$ cat config.mk
export PLATFORM = sky130hd
export DESIGN_NAME = pipeline_ctrl
export DESIGN_NICKNAME = d
export VERILOG_FILES = /design/src/rtl/pipeline_ctrl_pkg.sv /design/src/rtl/pipeline_hazard_detect.sv /design/src/rtl/pipeline_ctrl.sv
export SDC_FILE = /design/constraint.sdc
export NUM_CORES = 1
export LEC_CHECK = 0
export ABC_AREA = 1
export BUFFER_PORTS_ARGS = -buffer_cell sky130_fd_sc_hd__buf_2
export CORE_ASPECT_RATIO = 2
export CORE_MARGIN = 2
export CORE_UTILIZATION = 56
export CTS_CLUSTER_DIAMETER = 60
export DETAILED_ROUTE_END_ITERATION = 8
export GPL_ROUTABILITY_DRIVEN = 0
export PLACE_DENSITY = 0.81
export RECOVER_POWER = 100
export SYNTH_ARGS = -nofsm -noshare
export SYNTH_HDL_FRONTEND = slang
export SYNTH_SLANG_ARGS = --single-unit
export TNS_END_PERCENT = 10
$ cat constraint.sdc
create_clock -name clk_in -period 2.3 [get_ports clk_in]
set_input_delay 0.115 -clock clk_in [delete_from_list [all_inputs] [get_ports clk_in]]
set_output_delay 0.115 -clock clk_in [all_outputs]
set_load 0.02 [all_outputs]
$ cat src/rtl/pipeline_ctrl_pkg.sv
// Shared constants and types for the pipeline hazard/sequencing controller.
//   STALL_*      : stall vector encodings ([0] PC, [1] IF_ID, [2] ID_EX+EX_MEM)
//   STALL_MASK_* : single-bit masks into the stall vector
//   state_e      : controller state codes
package pipeline_ctrl_pkg;

  localparam logic [2:0] STALL_NONE  = 3'b000;
  localparam logic [2:0] STALL_FETCH = 3'b001;
  localparam logic [2:0] STALL_LDUSE = 3'b011;
  localparam logic [2:0] STALL_ALL   = 3'b111;

  localparam logic [2:0] STALL_MASK_PC    = 3'b001;
  localparam logic [2:0] STALL_MASK_IF_ID = 3'b010;
  localparam logic [2:0] STALL_MASK_ID_EX = 3'b100;

  typedef enum logic [1:0] {
    ST_RUN     = 2'd0,
    ST_LDUSE   = 2'd1,
    ST_MEMWAIT = 2'd2,
    ST_FLUSH   = 2'd3
  } state_e;

endpackage

$ cat src/rtl/pipeline_hazard_detect.sv
// Combinational load-use hazard compare.
//   ex_is_load, ex_rd_addr         : load in EX and its destination
//   id_r*_addr, id_r*_used         : ID source registers and their use flags
//   hazard                         : ID needs the EX load result next cycle
module pipeline_hazard_detect (
  input  logic       ex_is_load,
  input  logic [4:0] ex_rd_addr,
  input  logic [4:0] id_r1_addr,
  input  logic [4:0] id_r2_addr,
  input  logic       id_r1_used,
  input  logic       id_r2_used,
  output logic       hazard
);

  logic r1_hit, r2_hit;

  assign r1_hit = id_r1_used && (id_r1_addr == ex_rd_addr);
  assign r2_hit = id_r2_used && (id_r2_addr == ex_rd_addr);

  // x0 is hardwired zero, so a load targeting it never creates a dependency.
  assign hazard = ex_is_load && (ex_rd_addr != 5'd0) && (r1_hit || r2_hit);

endmodule

$ cat src/rtl/pipeline_ctrl.sv
// Central hazard/sequencing controller for the 5-stage pipeline.
//   clk_in, rst_in (async, active-low)
//   rdy_in, mem_busy, if_busy, branch_taken : global/stage status
//   ex_is_load, ex_rd_addr, id_r*_addr/used : load-use inputs
//   stall[2:0], clear_if_id, clear_id_ex    : Mealy pipeline controls
//   stall_cycles, flush_count               : saturating event counters
module pipeline_ctrl
  import pipeline_ctrl_pkg::*;
#(
  parameter int CNT_W = 32
) (
  input  logic             clk_in,
  input  logic             rst_in,
  input  logic             rdy_in,
  input  logic             mem_busy,
  input  logic             if_busy,
  input  logic             branch_taken,
  input  logic             ex_is_load,
  input  logic [4:0]       ex_rd_addr,
  input  logic [4:0]       id_r1_addr,
  input  logic [4:0]       id_r2_addr,
  input  logic             id_r1_used,
  input  logic             id_r2_used,
  output logic [2:0]       stall,
  output logic             clear_if_id,
  output logic             clear_id_ex,
  output logic [CNT_W-1:0] stall_cycles,
  output logic [CNT_W-1:0] flush_count
);

  state_e           state_q, state_d;
  logic             pend_q, pend_d;
  logic [CNT_W-1:0] stall_cnt_q, stall_cnt_d;
  logic [CNT_W-1:0] flush_cnt_q, flush_cnt_d;

  logic       hazard;
  logic       br_eff;
  logic [2:0] stall_c;
  logic       clr_if_c, clr_ex_c, flush_evt;

  pipeline_hazard_detect u_hazard (
    .ex_is_load (ex_is_load),
    .ex_rd_addr (ex_rd_addr),
    .id_r1_addr (id_r1_addr),
    .id_r2_addr (id_r2_addr),
    .id_r1_used (id_r1_used),
    .id_r2_used (id_r2_used),
    .hazard     (hazard)
  );

  // A branch resolved while memory was busy is replayed on MEMWAIT exit.
  assign br_eff = branch_taken || ((state_q == ST_MEMWAIT) && pend_q);

  always_comb begin
    state_d   = state_q;
    pend_d    = pend_q;
    stall_c   = STALL_NONE;
    clr_if_c  = 1'b0;
    clr_ex_c  = 1'b0;
    flush_evt = 1'b0;
    if (!rdy_in) begin
      stall_c = STALL_ALL;
    end else if (mem_busy) begin
      stall_c = STALL_ALL;
      state_d = ST_MEMWAIT;
      if (branch_taken) pend_d = 1'b1;
    end else begin
      pend_d = 1'b0;
      if (state_q == ST_FLUSH) begin
        // Discard the wrong-path fetch still in flight; no load-use here.
        if (if_busy) begin
          stall_c  = STALL_FETCH;
          clr_if_c = 1'b1;
        end else begin
          state_d = ST_RUN;
        end
      end else if (br_eff) begin
        clr_if_c  = 1'b1;
        clr_ex_c  = 1'b1;
        flush_evt = 1'b1;
        state_d   = ST_FLUSH;
      end else if (hazard && (state_q != ST_LDUSE)) begin
        // LDUSE lasts one cycle: the load has moved to MEM and forwards.
        stall_c  = STALL_LDUSE;
        clr_ex_c = 1'b1;
        state_d  = ST_LDUSE;
      end else begin
        state_d = ST_RUN;
      end
    end
  end

  always_comb begin
    stall_cnt_d = stall_cnt_q;
    flush_cnt_d = flush_cnt_q;
    if (rdy_in && (stall_c != STALL_NONE) && (stall_cnt_q != '1))
      stall_cnt_d = stall_cnt_q + 1'b1;
    if (flush_evt && (flush_cnt_q != '1))
      flush_cnt_d = flush_cnt_q + 1'b1;
  end

  always_ff @(posedge clk_in or negedge rst_in) begin
    if (!rst_in) begin
      state_q     <= ST_RUN;
      pend_q      <= 1'b0;
      stall_cnt_q <= '0;
      flush_cnt_q <= '0;
    end else begin
      state_q     <= state_d;
      pend_q      <= pend_d;
      stall_cnt_q <= stall_cnt_d;
      flush_cnt_q <= flush_cnt_d;
    end
  end

  // Hold the whole pipe and squash both latches while reset is asserted.
  assign stall        = rst_in ? stall_c  : STALL_ALL;
  assign clear_if_id  = rst_in ? clr_if_c : 1'b1;
  assign clear_id_ex  = rst_in ? clr_ex_c : 1'b1;
  assign stall_cycles = stall_cnt_q;
  assign flush_count  = flush_cnt_q;

endmodule

==> flow_metrics.env <==
export IMPL_status="finished clean"
export IMPL_ys_warn_count=0
export IMPL_syn_inst=686
export IMPL_drt_wl_total_microns=15100
export IMPL_critPathCaptureType="flip-flop"
export IMPL_cts_buffer_depth=2
export IMPL_max_vdd_ir_drop_uv=510
export IMPL_area_delta_synth_final_pct=17.6
export IMPL_fmax_mhz=469
export IMPL_synth_compound_area_share=0.0243
export IMPL_reg2reg_from="stall_cycles[1]"
export IMPL_numCtsBuffers=9
export IMPL_num_vias=5119
export IMPL_root_buffer="clkbuf_16"
export IMPL_slew_headroom=0.566
export IMPL_worst_slack_ns=0.166
export IMPL_ys_ff_latch=67
export IMPL_coreArea_sq_mm=0.00794
export IMPL_drc=0
export IMPL_crit_top_cell="nand4_1"
export IMPL_setup_viol=0
export IMPL_syn_cell_area_sq_mm=0.00459
export IMPL_dp_hpwl_microns=11000
export IMPL_yosysSeqAreaShare=0.366
export IMPL_crit_chain="ha_1 > nand3_1 > nor2_1 > nand3_2 > nor2_2 > nand4_1 > clkbuf_4 > nand4_1 > nand2_1"
export IMPL_fp_row_count=46
export IMPL_critical_path_top_delay_family="simple AND/OR/NAND/NOR gates"
export IMPL_hold_class="in -> reg"
export IMPL_synth_adder_area_share=0.00546
export IMPL_drt_iter0_drc=360
export IMPL_min_to="pend_q"
export IMPL_synth_area_top_cells="dfrtp_1 37%, nand2_1 24%, nor2_1 6.5%, nand4_1 5.6%, xnor2_1 4.8%"
export IMPL_yosysTopAreaCell="dfrtp_1"
export IMPL_synth_nets=712
export IMPL_min_period_ns=2.13
export IMPL_antenna_found_initial=0
export IMPL_worstSetupPathType="reg -> reg"
export IMPL_drive_above_1_share=0.0839
export IMPL_cts_setup_buffers=0
export IMPL_n_antenna_cell=0
export IMPL_worst_ep_required_time_ns=2.52
export IMPL_synth_mux_area_fraction=0
export IMPL_path_max_fanout=31
export IMPL_fp_dieH_microns=132
export IMPL_grt_use_total=0.356
export IMPL_final_common_cell="nand2_1"
export IMPL_htree_levels=3
export IMPL_grt_overflow=0
export IMPL_post_synth_cell_area_avg_sq_um=6.69
export IMPL_cp_start_kind="flip-flop"
export IMPL_power_density_mw_per_mm2=709
export IMPL_clock_sinks=67
export IMPL_maxSlewViolCount=0
export IMPL_viasPerCell=5.80
export IMPL_r2r_end="stall_cycles[11]"
export IMPL_mostFrequentLayoutCells="288 x nand2_1, 81 x nor2_1, 69 x clkbuf_1"
export IMPL_die_w_microns=68.0
export IMPL_whs_path_depth=5
export IMPL_cp_slowest_cell="dfrtp_1"
export IMPL_numPortBuffers=92
export IMPL_crit_buf_inv=1
export IMPL_finClkSkew_ns=0.00468
export IMPL_antenna_left=0
export IMPL_min_from="branch_taken"
export IMPL_synth_top_area_frac=0.366
export IMPL_ios=93
export IMPL_synth_xor_area_share=0.0955
export IMPL_cts_tree="built"
export IMPL_start_util=0.578
export IMPL_grt_pass1_vias=5134
export IMPL_synth_top_family_by_area="simple AND/OR/NAND/NOR gates"
export IMPL_synth_simple_area_share=0.439
export IMPL_max_stage_delay_ns=0.40
export IMPL_synth_cell_types=28
export IMPL_cts_clk_slew_worst_paths_ns=0.06
export IMPL_worst_slew_pin_slew_ns=0.651
export IMPL_r2r_slack_ns=0.17
export IMPL_clkLatencyLatePin_ns=0.33
export IMPL_dr_pass1_iters=5
export IMPL_final_nets=808
export IMPL_grt_start_max_net_pins=39
export IMPL_grt_pass1_wl_microns=24000
export IMPL_maxCapViolCount=0
export IMPL_worstPathArrival_ns=2.35
export IMPL_pre_cts_ws_ns=0.257
export IMPL_post_route_period_util=0.928
export IMPL_hold_violations=0
export IMPL_wire_per_inst_microns=17.1
export IMPL_reg2regPathDepth=9
export IMPL_finalSetupTns_ns=0
export IMPL_die_area_sq_mm=0.00897
export IMPL_p_leak_nw=2.59
export IMPL_rsz0062_at_grt="false"
==> how the worst max path moves through the flow <==
stage               startpoint               end  slack, ns  cells after the start
2_1_floorplan  stall_cycles[0]  stall_cycles[29]       0.50                      9
3_3_place_gp    flush_count[0]    flush_count[7]       0.34                     10
3_5_place_dp    flush_count[0]    flush_count[2]       0.26                     10
4_1_cts         flush_count[0]    flush_count[4]       0.21                     10
5_1_grt        stall_cycles[1]  stall_cycles[11]      0.009                      9
6_report       stall_cycles[1]  stall_cycles[11]       0.17                      9
==> synthesized netlist by cell type <==
library cell / instances
buf_1: 3
buf_2: 11
buf_4: 1
buf_6: 3
clkbuf_1: 1
dfrtp_1: 67
ha_1: 2
inv_1: 47
inv_2: 9
nand2_1: 288
nand2_2: 2
nand3_1: 22
nand3_2: 3
nand3b_1: 9
nand4_1: 41
nand4_2: 1
nor2_1: 80
nor2_2: 2
nor2_4: 1
nor3_1: 19
nor3_2: 1
nor3b_1: 2
o21a_1: 1
o21ai_0: 10
o21ai_1: 9
o221ai_1: 1
xnor2_1: 25
xor2_1: 25
==> cell type report <==
type,instances,area (sq um)
sequential,67,1680
fill,740,2550
tap,96,120
clock inverter,7,116
multi-input combinational,544,2570
timing repair buffer,104,474
clock buffer,9,225
inverter,56,213
==> power breakdown <==
group / switching (mW) / total, mW / internal [mW]
Sequential: 0.171 / 1.47 / 1.30
Clock: 0.543 / 1.60 / 1.06
Combinational: 0.535 / 0.759 / 0.224
Total: 1.25 / 3.83 / 2.58
==> per-layer routing <==
metal / GRT usage / vias up / wire length (microns)
met5: 0 / - / 0
met4: 0.304 / 0 / 1480
met3: 0.0606 / 116 / 835
met2: 0.617 / 295 / 8000
met1: 0.336 / 2340 / 4790
li1: - / 2368 / -
==> stage by stage <==
stage | util | cells | hold slack, ns | instance area, sq um | power, mW
5_1_grt | 0.679 | 883 | 0.159 | 5400 | 3.97
6_report | 0.679 | 883 | 0.129 | 5400 | 3.83
2_1_floorplan | - | 686 | -0.181 | 4590 | 1.95
3_5_place_dp | 0.649 | 866 | 0.165 | 5150 | 2.26
3_3_place_gp | 0.649 | 866 | 0.154 | 5150 | 2.24
4_1_cts | 0.693 | 883 | 0.121 | 5500 | 3.86
==> logic make-up (layout without fill, tap and decap cells) <==
family | count (synthesis) | after routing
DFF | 67 | 67
AOI/OAI and AO/OA | 21 | 21
and+or+nand+nor | 471 | 471
adders and majority gates | 2 | 2
buffers and inverters | 75 | 176
xor gates and xnor gates | 50 | 50
==> sequential cells by signal (all words and copies together) (netlist names) <==
name,flops
flush_count,32
pend_q,1
stall_cycles,32
state_q,2
==> tightest hold or removal path: stages <==
cell     delay, ns
buf_2         0.10
nand2_1       0.05
inv_1         0.04
o21ai_0       0.07
inv_1         0.05
==> what timing repair did <==
action / CTS / global route
hold buffers: 1 / 0
gates resized for setup: 0 / 2
endpoints found under the setup margin: 0 / 16
hold endpoints to repair: 22 / 0
(Power assumes the default switching activity.)
